`config.mk`:
```
export PLATFORM = sky130hd
export DESIGN_NAME = mips_multicycle_controller
export DESIGN_NICKNAME = d
export VERILOG_FILES = /design/src/rtl/mips_pkg.sv /design/src/rtl/mips_multicycle_controller_alu_decoder.sv /design/src/rtl/mips_multicycle_controller.sv
export SDC_FILE = /design/constraint.sdc
export NUM_CORES = 1
export LEC_CHECK = 0
export CAP_MARGIN = 30
export CORE_MARGIN = 5
export CORE_UTILIZATION = 36
export CTS_CLUSTER_DIAMETER = 40
export CTS_CLUSTER_SIZE = 14
export DETAILED_ROUTE_END_ITERATION = 8
export HOLD_SLACK_MARGIN = 0.12
export MAX_ROUTING_LAYER = met4
export PLACE_DENSITY = 0.77
export SLEW_MARGIN = 0
export SYNTH_ARGS = -nofsm -noshare
export SYNTH_HDL_FRONTEND = slang
export SYNTH_SLANG_ARGS = --single-unit
```
`constraint.sdc`:
```
create_clock -name clk -period 2.15 [get_ports clk]
set_input_delay 0.215 -clock clk [delete_from_list [all_inputs] [get_ports clk]]
set_output_delay 0.215 -clock clk [all_outputs]
set_load 0.01 [all_outputs]
```
`src/rtl/mips_pkg.sv`:
```
// rtl/mips_pkg.sv - shared state, opcode, funct and ALU encodings for the multicycle MIPS controller
package mips_pkg;

  typedef logic [3:0] state_t;

  localparam state_t S_FETCH   = 4'd0;
  localparam state_t S_DECODE  = 4'd1;
  localparam state_t S_MEMADR  = 4'd2;
  localparam state_t S_MEMRD   = 4'd3;
  localparam state_t S_MEMWB   = 4'd4;
  localparam state_t S_MEMWR   = 4'd5;
  localparam state_t S_EXECUTE = 4'd6;
  localparam state_t S_ALUWB   = 4'd7;
  localparam state_t S_BRANCH  = 4'd8;
  localparam state_t S_ADDIEX  = 4'd9;
  localparam state_t S_ADDIWB  = 4'd10;
  localparam state_t S_JUMP    = 4'd11;
  localparam state_t S_TRAP    = 4'd12;

  localparam logic [5:0] OP_RTYPE = 6'b000000;
  localparam logic [5:0] OP_LW    = 6'b100011;
  localparam logic [5:0] OP_SW    = 6'b101011;
  localparam logic [5:0] OP_BEQ   = 6'b000100;
  localparam logic [5:0] OP_ADDI  = 6'b001000;
  localparam logic [5:0] OP_J     = 6'b000010;

  localparam logic [5:0] FN_ADD = 6'b100000;
  localparam logic [5:0] FN_SUB = 6'b100010;
  localparam logic [5:0] FN_AND = 6'b100100;
  localparam logic [5:0] FN_OR  = 6'b100101;
  localparam logic [5:0] FN_SLT = 6'b101010;

  localparam logic [1:0] ALUOP_ADD   = 2'b00;
  localparam logic [1:0] ALUOP_SUB   = 2'b01;
  localparam logic [1:0] ALUOP_FUNCT = 2'b10;

  localparam logic [2:0] ALU_ADD = 3'b010;
  localparam logic [2:0] ALU_SUB = 3'b110;
  localparam logic [2:0] ALU_AND = 3'b000;
  localparam logic [2:0] ALU_OR  = 3'b001;
  localparam logic [2:0] ALU_SLT = 3'b111;

endpackage

```
`src/rtl/mips_multicycle_controller_alu_decoder.sv`:
```
// rtl/mips_multicycle_controller_alu_decoder.sv - ALU operation decode from aluop and funct
module ALU_decoder
  import mips_pkg::*;
(
  input  logic [1:0] aluop,
  input  logic [5:0] funct,
  output logic [2:0] aluControl
);

  always_comb begin
    aluControl = ALU_ADD;
    case (aluop)
      ALUOP_ADD: aluControl = ALU_ADD;
      ALUOP_SUB: aluControl = ALU_SUB;
      ALUOP_FUNCT: begin
        case (funct)
          FN_ADD:  aluControl = ALU_ADD;
          FN_SUB:  aluControl = ALU_SUB;
          FN_AND:  aluControl = ALU_AND;
          FN_OR:   aluControl = ALU_OR;
          FN_SLT:  aluControl = ALU_SLT;
          default: aluControl = ALU_ADD;
        endcase
      end
      default: aluControl = ALU_ADD;
    endcase
  end

endmodule

```
`src/rtl/mips_multicycle_controller.sv`:
```
// rtl/mips_multicycle_controller.sv - Moore FSM controller for a multicycle MIPS datapath
module mips_multicycle_controller
  import mips_pkg::*;
#(
  parameter bit ILLEGAL_TRAP = 1'b0
) (
  input  logic       clk,
  input  logic       reset_n,
  input  logic [5:0] opcode,
  input  logic [5:0] funct,
  input  logic       zero,
  output logic       iord,
  output logic       memwrite,
  output logic       irwrite,
  output logic       pcen,
  output logic       regdst,
  output logic       memtoreg,
  output logic       regwrite,
  output logic       alusrca,
  output logic [1:0] alusrcb,
  output logic [1:0] pcsrc,
  output logic [1:0] aluop,
  output logic [2:0] alucontrol,
  output logic [3:0] state,
  output logic       instr_done,
  output logic       illegal_op
);

  state_t state_q, state_d;
  logic   supported;
  logic   pcwrite, branch, irwrite_raw, memwrite_raw, regwrite_raw, done_raw;

  assign supported = (opcode == OP_LW) || (opcode == OP_SW) || (opcode == OP_RTYPE) ||
                     (opcode == OP_BEQ) || (opcode == OP_ADDI) || (opcode == OP_J);

  always_ff @(posedge clk or negedge reset_n) begin
    if (!reset_n) state_q <= S_FETCH;
    else          state_q <= state_d;
  end

  always_comb begin
    state_d = S_FETCH;
    case (state_q)
      S_FETCH: state_d = S_DECODE;
      S_DECODE: begin
        case (opcode)
          OP_LW, OP_SW: state_d = S_MEMADR;
          OP_RTYPE:     state_d = S_EXECUTE;
          OP_BEQ:       state_d = S_BRANCH;
          OP_ADDI:      state_d = S_ADDIEX;
          OP_J:         state_d = S_JUMP;
          default:      state_d = ILLEGAL_TRAP ? S_TRAP : S_FETCH;
        endcase
      end
      S_MEMADR:  state_d = (opcode == OP_SW) ? S_MEMWR : S_MEMRD;
      S_MEMRD:   state_d = S_MEMWB;
      S_EXECUTE: state_d = S_ALUWB;
      S_ADDIEX:  state_d = S_ADDIWB;
      S_TRAP:    state_d = S_TRAP;
      default:   state_d = S_FETCH;
    endcase
  end

  always_comb begin
    iord = 1'b0; irwrite_raw = 1'b0; memwrite_raw = 1'b0; regwrite_raw = 1'b0;
    pcwrite = 1'b0; branch = 1'b0; regdst = 1'b0; memtoreg = 1'b0;
    alusrca = 1'b0; alusrcb = 2'b00; pcsrc = 2'b00; aluop = ALUOP_ADD; done_raw = 1'b0;
    case (state_q)
      S_FETCH: begin
        alusrcb = 2'b01; irwrite_raw = 1'b1; pcwrite = 1'b1;
      end
      S_DECODE: alusrcb = 2'b11;
      S_MEMADR, S_ADDIEX: begin
        alusrca = 1'b1; alusrcb = 2'b10;
      end
      S_MEMRD: iord = 1'b1;
      S_MEMWR: begin
        iord = 1'b1; memwrite_raw = 1'b1; done_raw = 1'b1;
      end
      S_MEMWB: begin
        memtoreg = 1'b1; regwrite_raw = 1'b1; done_raw = 1'b1;
      end
      S_EXECUTE: begin
        alusrca = 1'b1; aluop = ALUOP_FUNCT;
      end
      S_ALUWB: begin
        regdst = 1'b1; regwrite_raw = 1'b1; done_raw = 1'b1;
      end
      S_ADDIWB: begin
        regwrite_raw = 1'b1; done_raw = 1'b1;
      end
      S_BRANCH: begin
        alusrca = 1'b1; aluop = ALUOP_SUB; pcsrc = 2'b01; branch = 1'b1; done_raw = 1'b1;
      end
      S_JUMP: begin
        pcsrc = 2'b10; pcwrite = 1'b1; done_raw = 1'b1;
      end
      default: ;
    endcase
  end

  // Write enables and pulses are masked by reset_n so nothing commits while reset is held.
  assign irwrite    = irwrite_raw & reset_n;
  assign memwrite   = memwrite_raw & reset_n;
  assign regwrite   = regwrite_raw & reset_n;
  assign pcen       = (pcwrite | (branch & zero)) & reset_n;
  assign instr_done = done_raw & reset_n;
  assign illegal_op = (state_q == S_DECODE) & ~supported & reset_n;
  assign state      = state_q;

  ALU_decoder u_alu_decoder (
    .aluop      (aluop),
    .funct      (funct),
    .aluControl (alucontrol)
  );

endmodule

```
=== After elaboration in Yosys (flattened, before gate mapping) ===
Cells that the tools add are included.

* Register bits after elaboration: 4
* Output and inout port bits: 23
* Logic and storage cells: 66

* Eq/ne operators: 23
* Mux-type cells: 18
* Bitwise gates (word level): 10
* Reduce and logical (&&, ||, !) cells: 14

{| class="wikitable"
|+ Operators by type and width
! operator !! count
|-
| $eq 6x6->1 const B || 6
|-
| $pmux 4 s7 || 1
|-
| $eq 4x4->1 const B || 5
|-
| $pmux 4 s5 || 1
|-
| $eq 4x3->1 const B || 4
|-
| $pmux 3 s4 || 1
|-
| $mux 1 || 10
|-
| $and 1x1->1 || 8
|-
| $eq 4x2->1 const B || 2
|-
| $pmux 2 s2 || 2
|-
| $reduce_or 2->1 || 4
|-
| $eq 6x2->1 const B || 1
|-
| $eq 6x3->1 const B || 1
|-
| $eq 6x4->1 const B || 1
|-
| $logic_not 6->1 || 1
|-
| $pmux 2 s3 || 1
|-
| $pmux 3 s2 || 1
|-
| $reduce_or 6->1 || 1
|-
| $logic_or 1x1->1 || 5
|-
| $eq 4x1->1 const B || 1
|-
| $logic_not 4->1 || 1
|-
| $reduce_or 4->1 || 1
|-
| $mux 3 || 1
|-
| $reduce_or 3->1 || 1
|-
| 4 further kinds || 4
|}

=== Logic depth before layout (Yosys ltp) ===
Gate-level depths: netlist of the first run.

* Depth in word-level cells: 9
* Gate-level depth with buffers: 7
* Depth with buffers taken out: 7

=== Hierarchy ===
From an unflattened synthesis of the first run, not the netlist that was laid out.

* Cells, all modules: 88
* Area, all modules: 648.1 um^2

{| class="wikitable"
|+ Modules (own cells, without submodules)
! module !! times used !! cells each !! area each (um^2) !! sequential area each (um^2)
|-
| mips_multicycle_controller || 1 || 73 || 529.3 || 100.1
|-
| ALU_decoder || 1 || 15 || 118.9 || 0.0
|}

=== Least setup slack after synthesis of the first run ===
Ideal clock, no wire load.

* Path kind: reg-to-output
* From: register state_q[1], in the netlist state[1]
* To: output alucontrol[2]
* Arrival time: 1.609 ns
* Data required time: 1.935 ns
* Slack: 0.326 ns
* Stages on the path, launching flop included: 6
* Cells stage by stage: dfrtp_1 buf_2 or3_1 ha_1 and4b_1 o21a_1

* Cells in the longest elaborated chain, start to end: 4
* Elaborated cells on any way between the ends: 6
* Those cells by class: eq/ne (4); mux (2)

{| class="wikitable"
|+ RTL lines
! element !! RTL line !! source
|-
| start: declaration || mips_multicycle_controller.sv:29 || <nowiki>state_t state_q, state_d;</nowiki>
|-
| start signal: assignment || mips_multicycle_controller.sv:38 || <nowiki>else state_q <= state_d;</nowiki>
|-
| $eq 4x4->1 / $eq 4x3->1 (equally long branches) || mips_multicycle_controller.sv:68 || <nowiki>case (state_q)</nowiki>
|-
| $pmux 2 s2 (*) || mips_multicycle_controller.sv:68 ||
|-
| $eq 2x2->1 / $eq 2x1->1 (equally long branches) || mips_multicycle_controller_alu_decoder.sv:12 || <nowiki>case (aluop)</nowiki>
|-
| $pmux 3 s2 (*) || mips_multicycle_controller_alu_decoder.sv:12 ||
|-
| end: declaration || mips_multicycle_controller.sv:23 || <nowiki>output logic [2:0] alucontrol,</nowiki>
|}

Every way passes the cells marked *; elsewhere a longest branch is shown, timed or not.

=== Worst setup path after layout of the first run ===
* From: register state_q[2], in the netlist state[2]
* To: output alucontrol[2]

Same word-level chain as after synthesis.

==> summary.md, run 1 <==
| Metric | Value |
|---|---|
| Synth top cells by count | 9 x nor2_1, 6 x nand2_1, 5 x a21oi_1, 5 x nand3_1, 5 x o21ai_0 |
| Iteration-0 DRC count of the detailed router | 17 |
| Final hold slack | 0.290 ns |
| Ys async rst share | 100% |
| Largest family of logic cells by synthesized area | simple AND/OR/NAND/NOR gates |
| CP Max Fanout | 3 |
| Adder-cell area share of the yosys netlist | 6.05% |
| Final hold vios | 0 |
| Worst EP required | 1.93 ns |
| Routed wire length | 2110 µm |
| Synthesis Warnings | 0 |
| Synth Area in XOR/XNOR | 4.23% |
| Hold_buf cts | 0 |
| Outcome | finished clean |
| Synth Area in Compound Gates | 20.8% |
| Area leader, netlist | dfrtp_1 |
| Reg-to-Reg Start | state[1]$_DFF_PN0_ |
| Core footprint | 1690 µm² |
| CTS tree | done |
| Final setup viols | 0 |
| Top-area cell type share of the netlist area | 16.1% |
| Setup Skew | 0.00434 ns |
| EDFF count, synth | 0 |
| Max-slew violation count | 0 |
| Detailed-route DRC error count | 0 |
| Antenna-violating nets left | 0 |
| Count leader, synth | nor2_1 |
| Total GRT Usage | 16.8% |
| Final worst setup slack | 0.0713 ns |
| # rows | 15 |
| Worst setup SP type | flop |
| Number of global-route vias before repair | 776 |
| Static Leak | 0.472 nW |
| Cells on worst reg2reg path | 4 |
| Area Growth Syn to Fin | 75.6% |
| # port buffers | 37 |
| CP Class | flop to primary output |
| Share of post-route cells with drive strength above 1 | 16.2% |
| Postcts setup bufs | 0 |
| Clock Pin Slew Worst Setup and Hold Paths | 0.04 ns |
| Gr ovfl total | 0 |
| Post-DR wirelength/cell | 14.4 µm |
| DP HPWL | 1720 µm |
| Post-synthesis mux area share | 1.61% |
| Netlist cell types | 37 |
| Die X-Extent | 51.5 µm |
| Mapped Area | 621 µm² |
| RSZ-0062 raised after global routing | false |
| Crit-path cells | nand2b_4 -> or3_4 -> ha_4 -> and4b_1 -> o21a_1 -> dlygate4sd2_1 |
| Post-synthesis register bit count | 4 |
| Area contributors post-synth | dfrtp_1 16%, ha_1 6.0%, nor2_1 5.4% |
| Worst Tran Pin Value | 0.361 ns |
| Crit path capture type | primary output |
| Initial core utilization | 36.7% |
| Sequential area share after synthesis | 16.1% |
| Post-Synth Simple-Gate Area | 42.1% |
| Pre-CTS WS | -0.0994 ns |
| CP Data Arrival Time | 1.86 ns |
| First-pass GRT wire length | 3410 µm |
| Clock buffer depth | 2 |
| Min-delay worst type | primary input to asynchronous set/reset pin |
| Total number of vias | 832 |
| Clk_lat worst skew | 0.23 ns |
| CTS Buf Count | 3 |
| Initial antenna violation count | 0 |
| Worst path slowest cell | dfrtp_1 |
| GP Congestion | 0.916 |
| Setup TNS | 0 ns |
| Worst ir drop on vdd | 0.416 mV |
| Max cap viols | 0 |
| Reg2reg end | state[0]$_DFF_PN0_ |
| R2r setup slk | 0.87 ns |
| Clock period minus worst slack | 2.08 ns |
| Ports | 38 |
| Gate Count Post-Synth | 86 |
| Clk sinks | 4 |
| Clock Tree Root | clkbuf_4 |
| Pre-Repair DR Iteration Count | 4 |
| Crit path largest cell delay | 0.37 ns |
| Die area | 2650 µm² |
| Leading register cell type out of synthesis | dfrtp_1 |
| PD cells | 816 nW/µm² |
| Largest net degree at the start of global routing | 16 |
| Final Cycle Share | 96.7% |
| Post-Syn Nets | 104 |
| Worst relative slew slack | 75.7% |
| Nets@finish | 150 |
| Antenna fix cells | 0 |
| Vias per cell | 5.66 |
| Max Freq | 0.481 GHz |
| Max FFs per register | 4 |
| Synth Area per Inst | 7.22 µm² |
| Chip height | 51.5 µm |
| H-tree Lvls | 1 |
[worst max path at each step]
stage          slack, ns               start  depth (start not counted)             to
2_1_floorplan       0.33  state[1]$_DFF_PN0_                          5  alucontrol[2]
6_report            0.07  state[2]$_DFF_PN0_                          6  alucontrol[2]
3_5_place_dp        -0.1            funct[2]                          5  alucontrol[0]
4_1_cts             0.01  state[2]$_DFF_PN0_                          6  alucontrol[2]
3_3_place_gp       -0.02           opcode[1]                          6     illegal_op
5_1_grt             0.01  state[1]$_DFF_PN0_                          7  alucontrol[0]
[cells by family after synthesis]
logic type,Yosys count
buffers and inverters,10
AOI/OAI and AO/OA,20
muxes,1
and+or+nand+nor,45
xor gates and xnor gates,3
adders and majority gates,3
DFF,4
[routing by layer]
layer  global-route usage, %  wire, µm
met1                    17.5       787
met2                    32.4      1130
met3                    2.01       165
met4                    5.68        31
met5                       -         0
[where the power goes]
group	internal, W	switching (W)	leakage [nW]
Sequential	0.000100	0.0000221	0.0529
Combinational	0.000351	0.000325	0.405
Clock	0.0000624	0.0000295	0.0138
[layout by cell type (no fill, tap or decap), types with 2 or more instances in the layout]
master / count
nor2_1: 9
buf_4: 10
inv_1: 4
clkdlybuf4s50_1: 30
nand2b_1: 2
dfrtp_1: 4
o21ai_0: 5
dlygate4sd2_1: 6
nor3b_1: 2
nand3_1: 5
nor3_1: 4
nor2b_1: 2
xor2_1: 3
o211ai_1: 2
clkbuf_4: 3
nand3b_1: 2
a21oi_1: 5
ha_1: 2
and3_1: 2
nand2_1: 6
nor4_1: 2
[worst max-delay path, delay by kind of cell (launching register included)]
kind / cells / cell delay (ns)
buffers and inverters: 1 / 0.28
adders and majority gates: 1 / 0.18
and+or+nand+nor: 3 / 0.66
AOI/OAI and AO/OA: 1 / 0.16
DFF: 1 / 0.37
[repair_timing]
item	CTS	global route
resized for setup	8	4
endpoints found under the setup margin	6	2
pin swaps	0	0
cloned	0	0
[final cells by class]
| class | count | area (µm²) |
|---|---|---|
| Timing Repair Buffer | 47 | 440 |
| Inverter | 4 | 15.0 |
| Sequential cell | 4 | 100 |
| Fill cell | 150 | 599 |
| Clock buffer | 3 | 22.5 |
| Multi-Input combinational cell | 72 | 490 |
| Tap cell | 17 | 21.3 |
[stage by stage]
| step | power, W | cells | util (%) | instance area [µm²] |
|---|---|---|---|---|
| detailed placement | 0.000796 | 144 | 61.9 | 1050 |
| global placement | 0.000787 | 144 | 61.9 | 1050 |
| floorplan | 0.000459 | 86 | - | 621 |
| CTS | 0.000887 | 147 | 63.3 | 1070 |
| global route | 0.000963 | 147 | 64.5 | 1090 |
| finish | 0.000890 | 147 | 64.5 | 1090 |
Power figures use the tool's default switching activity.
==> run 2: changes to the inputs <==
--- a/config.mk
+++ b/config.mk
@@ -7,13 +7,13 @@
 export LEC_CHECK = 0
 export CAP_MARGIN = 30
 export CORE_MARGIN = 5
-export CORE_UTILIZATION = 36
+export CORE_UTILIZATION = 30
 export CTS_CLUSTER_DIAMETER = 40
 export CTS_CLUSTER_SIZE = 14
 export DETAILED_ROUTE_END_ITERATION = 8
 export HOLD_SLACK_MARGIN = 0.12
 export MAX_ROUTING_LAYER = met4
-export PLACE_DENSITY = 0.77
+export PLACE_DENSITY = 0.66
 export SLEW_MARGIN = 0
 export SYNTH_ARGS = -nofsm -noshare
 export SYNTH_HDL_FRONTEND = slang
==> run 2 against run 1 <==
Compared with the run above: clock-buffer cell count stayed put; combinational power rose by 3%; clock skew shrank 0.0042 ns; critical path depth is 1 lower; largest power group unchanged.
==> summary.md, run 2 (same netlist as run 1, synthesis figures left out) <==
| Metric | Value |
|---|---|
| Clock network power share | 10.7% |
| Placed cells | 156 |
| CP Class | flop to primary output |
| Worst ir drop on vdd | 0.509 mV |
| Max Freq | 0.484 GHz |
| Clock Pin Slew Worst Setup and Hold Paths | 0.04 ns |
| Worst setup SP type | flop |
| Buffers and inverters on the worst path | 1 |
| Final setup viols | 0 |
| Clock buffer depth | 2 |
| Initial core utilization | 31.6% |
| Vias per cell | 5.16 |
| Total GRT Usage | 14.3% |
| Ports | 38 |
| Sw frac | 42.3% |
| Clock period minus worst slack | 2.07 ns |
| R2r setup slk | 0.89 ns |
| Commonest non-fill, non-tap cell in the layout | clkdlybuf4s50_1 |
| Max FFs per register | 4 |
| Post-Layout Cell Count | 159 |
| Area Growth Syn to Fin | 78.8% |
| Cell internal pwr | 0.000534 W |
| GP Congestion | 0.834 |
| Clk sinks | 4 |
| Core footprint | 1960 µm² |
| Gr ovfl total | 0 |
| Final hold vios | 0 |
| Max cap viols | 0 |
| Iteration-0 DRC count of the detailed router | 13 |
| # rows | 16 |
| Logic pwr share | 75.1% |
| Largest net degree at the start of global routing | 16 |
| Worst Tran Pin Value | 0.354 ns |
| Crit-path cells | or3_4 -> ha_2 -> and4b_1 -> o21a_1 -> clkdlybuf4s15_1 |
| Nets@finish | 152 |
| Worst path slowest cell | dfrtp_1 |
| Share of post-route cells with drive strength above 1 | 18.2% |
| Cells on worst reg2reg path | 4 |
| Pre-Repair DR Iteration Count | 4 |
| Fillcell total | 216 |
| Reg-to-Reg Start | state[0]$_DFF_PN0_ |
| Psw | 0.000391 W |
| Die X-Extent | 55.5 µm |
| Reg2reg end | state[3]$_DFF_PN0_ |
| CP Max Fanout | 5 |
| First-pass GRT wire length | 3510 µm |
| Setup Skew | 0.000126 ns |
| CTS Buf Count | 3 |
| Chip height | 55.5 µm |
| Static Leak | 0.476 nW |
| Die area | 3080 µm² |
| Worst relative slew slack | 76.3% |
| PD cells | 833 nW/µm² |
| Min-delay worst type | primary input to asynchronous set/reset pin |
| CTS tree | done |
| Top Family by Delay on Critical Path | simple AND/OR/NAND/NOR gates |
| Clock Tree Root | clkbuf_4 |
| Clk_lat worst skew | 0.24 ns |
| DP HPWL | 1670 µm |
| Max-slew violation count | 0 |
| Number of global-route vias before repair | 778 |
| Detailed-route DRC error count | 0 |
| CP Data Arrival Time | 1.85 ns |
| Antenna fix cells | 0 |
| Sequential share of power | 14.2% |
| Most frequent cells in the layout | 30 x clkdlybuf4s50_1, 12 x buf_4, 8 x nor2_1 |
| Outcome | finished clean |
| Total number of vias | 820 |
| Initial antenna violation count | 0 |
| Worst EP required | 1.93 ns |
| RSZ-0062 raised after global routing | false |
| H-tree Lvls | 1 |
| Crit path largest cell delay | 0.44 ns |
| Routed wire length | 2070 µm |
| Core Util, Final | 56.6% |
| Post-DR wirelength/cell | 13.0 µm |
| # port buffers | 37 |
| Final Cycle Share | 96.1% |
| Crit path capture type | primary output |
| Antenna-violating nets left | 0 |
run 2: stage by stage:
step / setup slack, ns / total power (W) / hold slack (ns) / setup TNS [ns] / instance area [µm²]
finish: 0.0843 / 0.000924 / 0.288 / 0 / 1110
CTS: 0.00279 / 0.000919 / 0.282 / 0 / 1090
global placement: -0.0155 / 0.000816 / 0.542 / -0.0155 / 1070
detailed placement: -0.0504 / 0.000820 / 0.542 / -0.0715 / 1070
global route: 0.00386 / 0.000999 / 0.281 / 0 / 1110
floorplan: 0.326 / 0.000459 / -0.0806 / 0 / 621
run 2: how the worst max path moves through the flow:
stage,slack [ns],endpoint,depth (start not counted),start
3_3_place_gp,-0.02,illegal_op,6,opcode[1]
5_1_grt,0.004,alucontrol[0],7,state[1]$_DFF_PN0_
6_report,0.08,alucontrol[2],5,state[0]$_DFF_PN0_
2_1_floorplan,0.33,alucontrol[2],5,state[1]$_DFF_PN0_
4_1_cts,0.003,alucontrol[2],6,state[2]$_DFF_PN0_
3_5_place_dp,-0.05,illegal_op,6,opcode[1]
run 2: timing repair:
item	4_1_cts	5_1_grt
buffers inserted	0	0
resized for setup	7	6
endpoints found under the setup margin	6	3
hold endpoints to repair	0	0
hold buffers	0	0
run 2: cell type report:
class / instances / area [µm²] / share of cell area [%]
Multi-Input combinational cell: 72 / 482 / 43.4
Tap cell: 27 / 33.8 / 3.04
Timing Repair Buffer: 49 / 457 / 41.2
Sequential cell: 4 / 100 / 9.02
Inverter: 4 / 15.0 / 1.35
Clock buffer: 3 / 22.5 / 2.03
run 2: power by group through the flow:
stage	Sequential (W)	Combinational (W)	Clock, W
floorplan	0.000137	0.000322	0
detailed placement	0.000128	0.000692	0
finish	0.000132	0.000694	0.0000988
CTS	0.000128	0.000689	0.000102
global placement	0.000129	0.000687	0
global route	0.000134	0.000751	0.000114
run 2: metal layers:
layer / share of wire [%] / wire, µm / GRT usage, % / vias to the layer above
met5: 0 / 0 / - / -
met1: 43 / 882 / 16.4 / 371
met4: 1.0 / 21 / 4.86 / 0
met3: 6.1 / 127 / 5.13 / 2
li1: - / - / - / 404
met2: 50 / 1040 / 23.0 / 43
==> run 3: changes to the inputs <==
--- a/config.mk
+++ b/config.mk
@@ -7,13 +7,12 @@
 export LEC_CHECK = 0
 export CAP_MARGIN = 30
 export CORE_MARGIN = 5
-export CORE_UTILIZATION = 30
+export CORE_UTILIZATION = 36
 export CTS_CLUSTER_DIAMETER = 40
 export CTS_CLUSTER_SIZE = 14
 export DETAILED_ROUTE_END_ITERATION = 8
 export HOLD_SLACK_MARGIN = 0.12
-export MAX_ROUTING_LAYER = met4
-export PLACE_DENSITY = 0.66
+export PLACE_DENSITY = 0.77
 export SLEW_MARGIN = 0
 export SYNTH_ARGS = -nofsm -noshare
 export SYNTH_HDL_FRONTEND = slang
==> run 3 against run 2 <==
Compared with the run above: critical path type unchanged; global-route usage rose by 2.1 points; final area fell by 1.8%; total power fell by 3.4%; largest power group unchanged; via count fell by 1.1%; highest routed layer unchanged; clock-buffer cell count did not move; utilization rose by 7.9 points; worst setup slack got worse by 0.015 ns; clock skew rose by 0.0036 ns; cell count fell by 7.5%.
==> summary.md, run 3 (same netlist as run 1, synthesis figures left out) <==
| Metric | Value |
|---|---|
| Max Freq | 0.481 GHz |
| Clock Pin Slew Worst Setup and Hold Paths | 0.04 ns |
| Final hold vios | 0 |
| Area Growth Syn to Fin | 75.6% |
| Vias per cell | 5.52 |
| Met2 usage | 32.4% |
| Reg-to-Reg Start | state[1]$_DFF_PN0_ |
| Clk_lat worst skew | 0.23 ns |
| CTS tree | done |
| Chip height | 51.5 µm |
| Worst EP required | 1.93 ns |
| Gr ovfl total | 0 |
| Initial antenna violation count | 0 |
| GP Congestion | 0.901 |
| CTS Buf Count | 3 |
| Final Cycle Share | 96.8% |
| Ports | 38 |
| Pre-Repair DR Iteration Count | 4 |
| Max FFs per register | 4 |
| # rows | 15 |
| Cells on worst reg2reg path | 4 |
| Reg2reg end | state[0]$_DFF_PN0_ |
| CP Class | flop to primary output |
| # port buffers | 37 |
| RSZ-0062 raised after global routing | false |
| Worst Tran Pin Value | 0.361 ns |
| CP Data Arrival Time | 1.87 ns |
| Worst ir drop on vdd | 0.417 mV |
| Outcome | finished clean |
| Hold_buf cts | 0 |
| DP HPWL | 1720 µm |
| Total GRT Usage | 16.4% |
| Final setup viols | 0 |
| Detailed-route DRC error count | 0 |
| R2r setup slk | 0.82 ns |
| M1 GR Usage | 17.3% |
| Share of post-route cells with drive strength above 1 | 16.2% |
| Fillcell total | 150 |
| Placement Cell Area | 1050 µm² |
| Max cap viols | 0 |
| Total number of vias | 811 |
| Clock buffer depth | 2 |
| Static Leak | 0.472 nW |
| Die X-Extent | 51.5 µm |
| Gr busiest metal | met2 |
| PD cells | 819 nW/µm² |
| Setup Skew | 0.00370 ns |
| Antenna fix cells | 0 |
| Iteration-0 DRC count of the detailed router | 20 |
| First-pass GRT wire length | 3410 µm |
| Clock Tree Root | clkbuf_4 |
| Core footprint | 1690 µm² |
| Nets@finish | 150 |
| H-tree Lvls | 1 |
| Largest net degree at the start of global routing | 16 |
| Die area | 2650 µm² |
| Crit path launch | state[2]$_DFF_PN0_ |
| Number of global-route vias before repair | 776 |
| Commonest non-fill, non-tap cell in the layout | clkdlybuf4s50_1 |
| Routed wire length | 2150 µm |
| Worst relative slew slack | 75.7% |
| Critical path destination | alucontrol[2] |
| Worst setup SP type | flop |
| Crit path capture type | primary output |
| CP Max Fanout | 3 |
| Clk sinks | 4 |
| Max-slew violation count | 0 |
| Initial core utilization | 36.7% |
| Min-delay worst type | primary input to asynchronous set/reset pin |
| Met3 Resource Use GR | 2.29% |
| Antenna-violating nets left | 0 |
| Clock period minus worst slack | 2.08 ns |
| Pwr Total | 0.000893 W |
| Post-DR wirelength/cell | 14.6 µm |
| Most frequent cells in the layout | 30 x clkdlybuf4s50_1, 10 x buf_4, 9 x nor2_1 |
| Final Cell Area | 1090 µm² |
==> run 3: worst max-delay path, cell delays in order, from the launching register on <==
cell	delay, ns
dfrtp_1	0.37
nand2b_4	0.14
or3_4	0.36
ha_4	0.18
and4b_1	0.16
o21a_1	0.16
dlygate4sd2_1	0.28
==> run 3: how the worst min path moves through the flow <==
stage / startpoint / end
2_1_floorplan: reset_n / state[0]$_DFF_PN0_
3_3_place_gp: reset_n / state[3]$_DFF_PN0_
3_5_place_dp: reset_n / state[3]$_DFF_PN0_
4_1_cts: reset_n / state[3]$_DFF_PN0_
5_1_grt: reset_n / state[3]$_DFF_PN0_
6_report: reset_n / state[3]$_DFF_PN0_
==> run 3: through the flow <==
| step | TNS (ns) | util [%] | hold slack, ns | worst slack (ns) | instances |
|---|---|---|---|---|---|
| after CTS | 0 | 63.3 | 0.288 | 0.0120 | 147 |
| final | 0 | 64.5 | 0.289 | 0.0690 | 147 |
| after detailed placement | -0.113 | 61.9 | 0.535 | -0.0994 | 144 |
| after global routing | 0 | 64.5 | 0.317 | 0.0132 | 147 |
| after global placement | -0.0242 | 61.9 | 0.532 | -0.0242 | 144 |
| after floorplan | 0 | - | -0.0806 | 0.326 | 86 |
==> run 3: report_power, final <==
part | internal, W | total (W) | switching, W
Combinational | 0.000351 | 0.000678 | 0.000327
Clock | 0.0000624 | 0.0000931 | 0.0000307
Sequential | 0.000100 | 0.000122 | 0.0000222
Total | 0.000514 | 0.000893 | 0.000380
==> run 3: repair_timing <==
item                       4_1_cts  5_1_grt
gates resized for setup          8        4
buffers inserted                 0        0
setup endpoints to repair        6        2
pin swaps                        0        0
==> run 3: per-layer routing <==
layer / share of wire [%] / up-vias / routed length [µm]
met2: 53 / 42 / 1140
met4: 0.84 / 0 / 18
met3: 7.9 / 2 / 169
li1: - / 404 / -
met5: 0 / - / 0
met1: 38 / 363 / 819
==> run 3: cell type report <==
cell class	instances	area (µm²)	area share, %
inverters	4	15.0	1.38
flip-flops and latches	4	100	9.18
clock buffers	3	22.5	2.07
well taps	17	21.3	1.95
repair buffers	47	440	40.4
multi-input cells	72	490	45.0
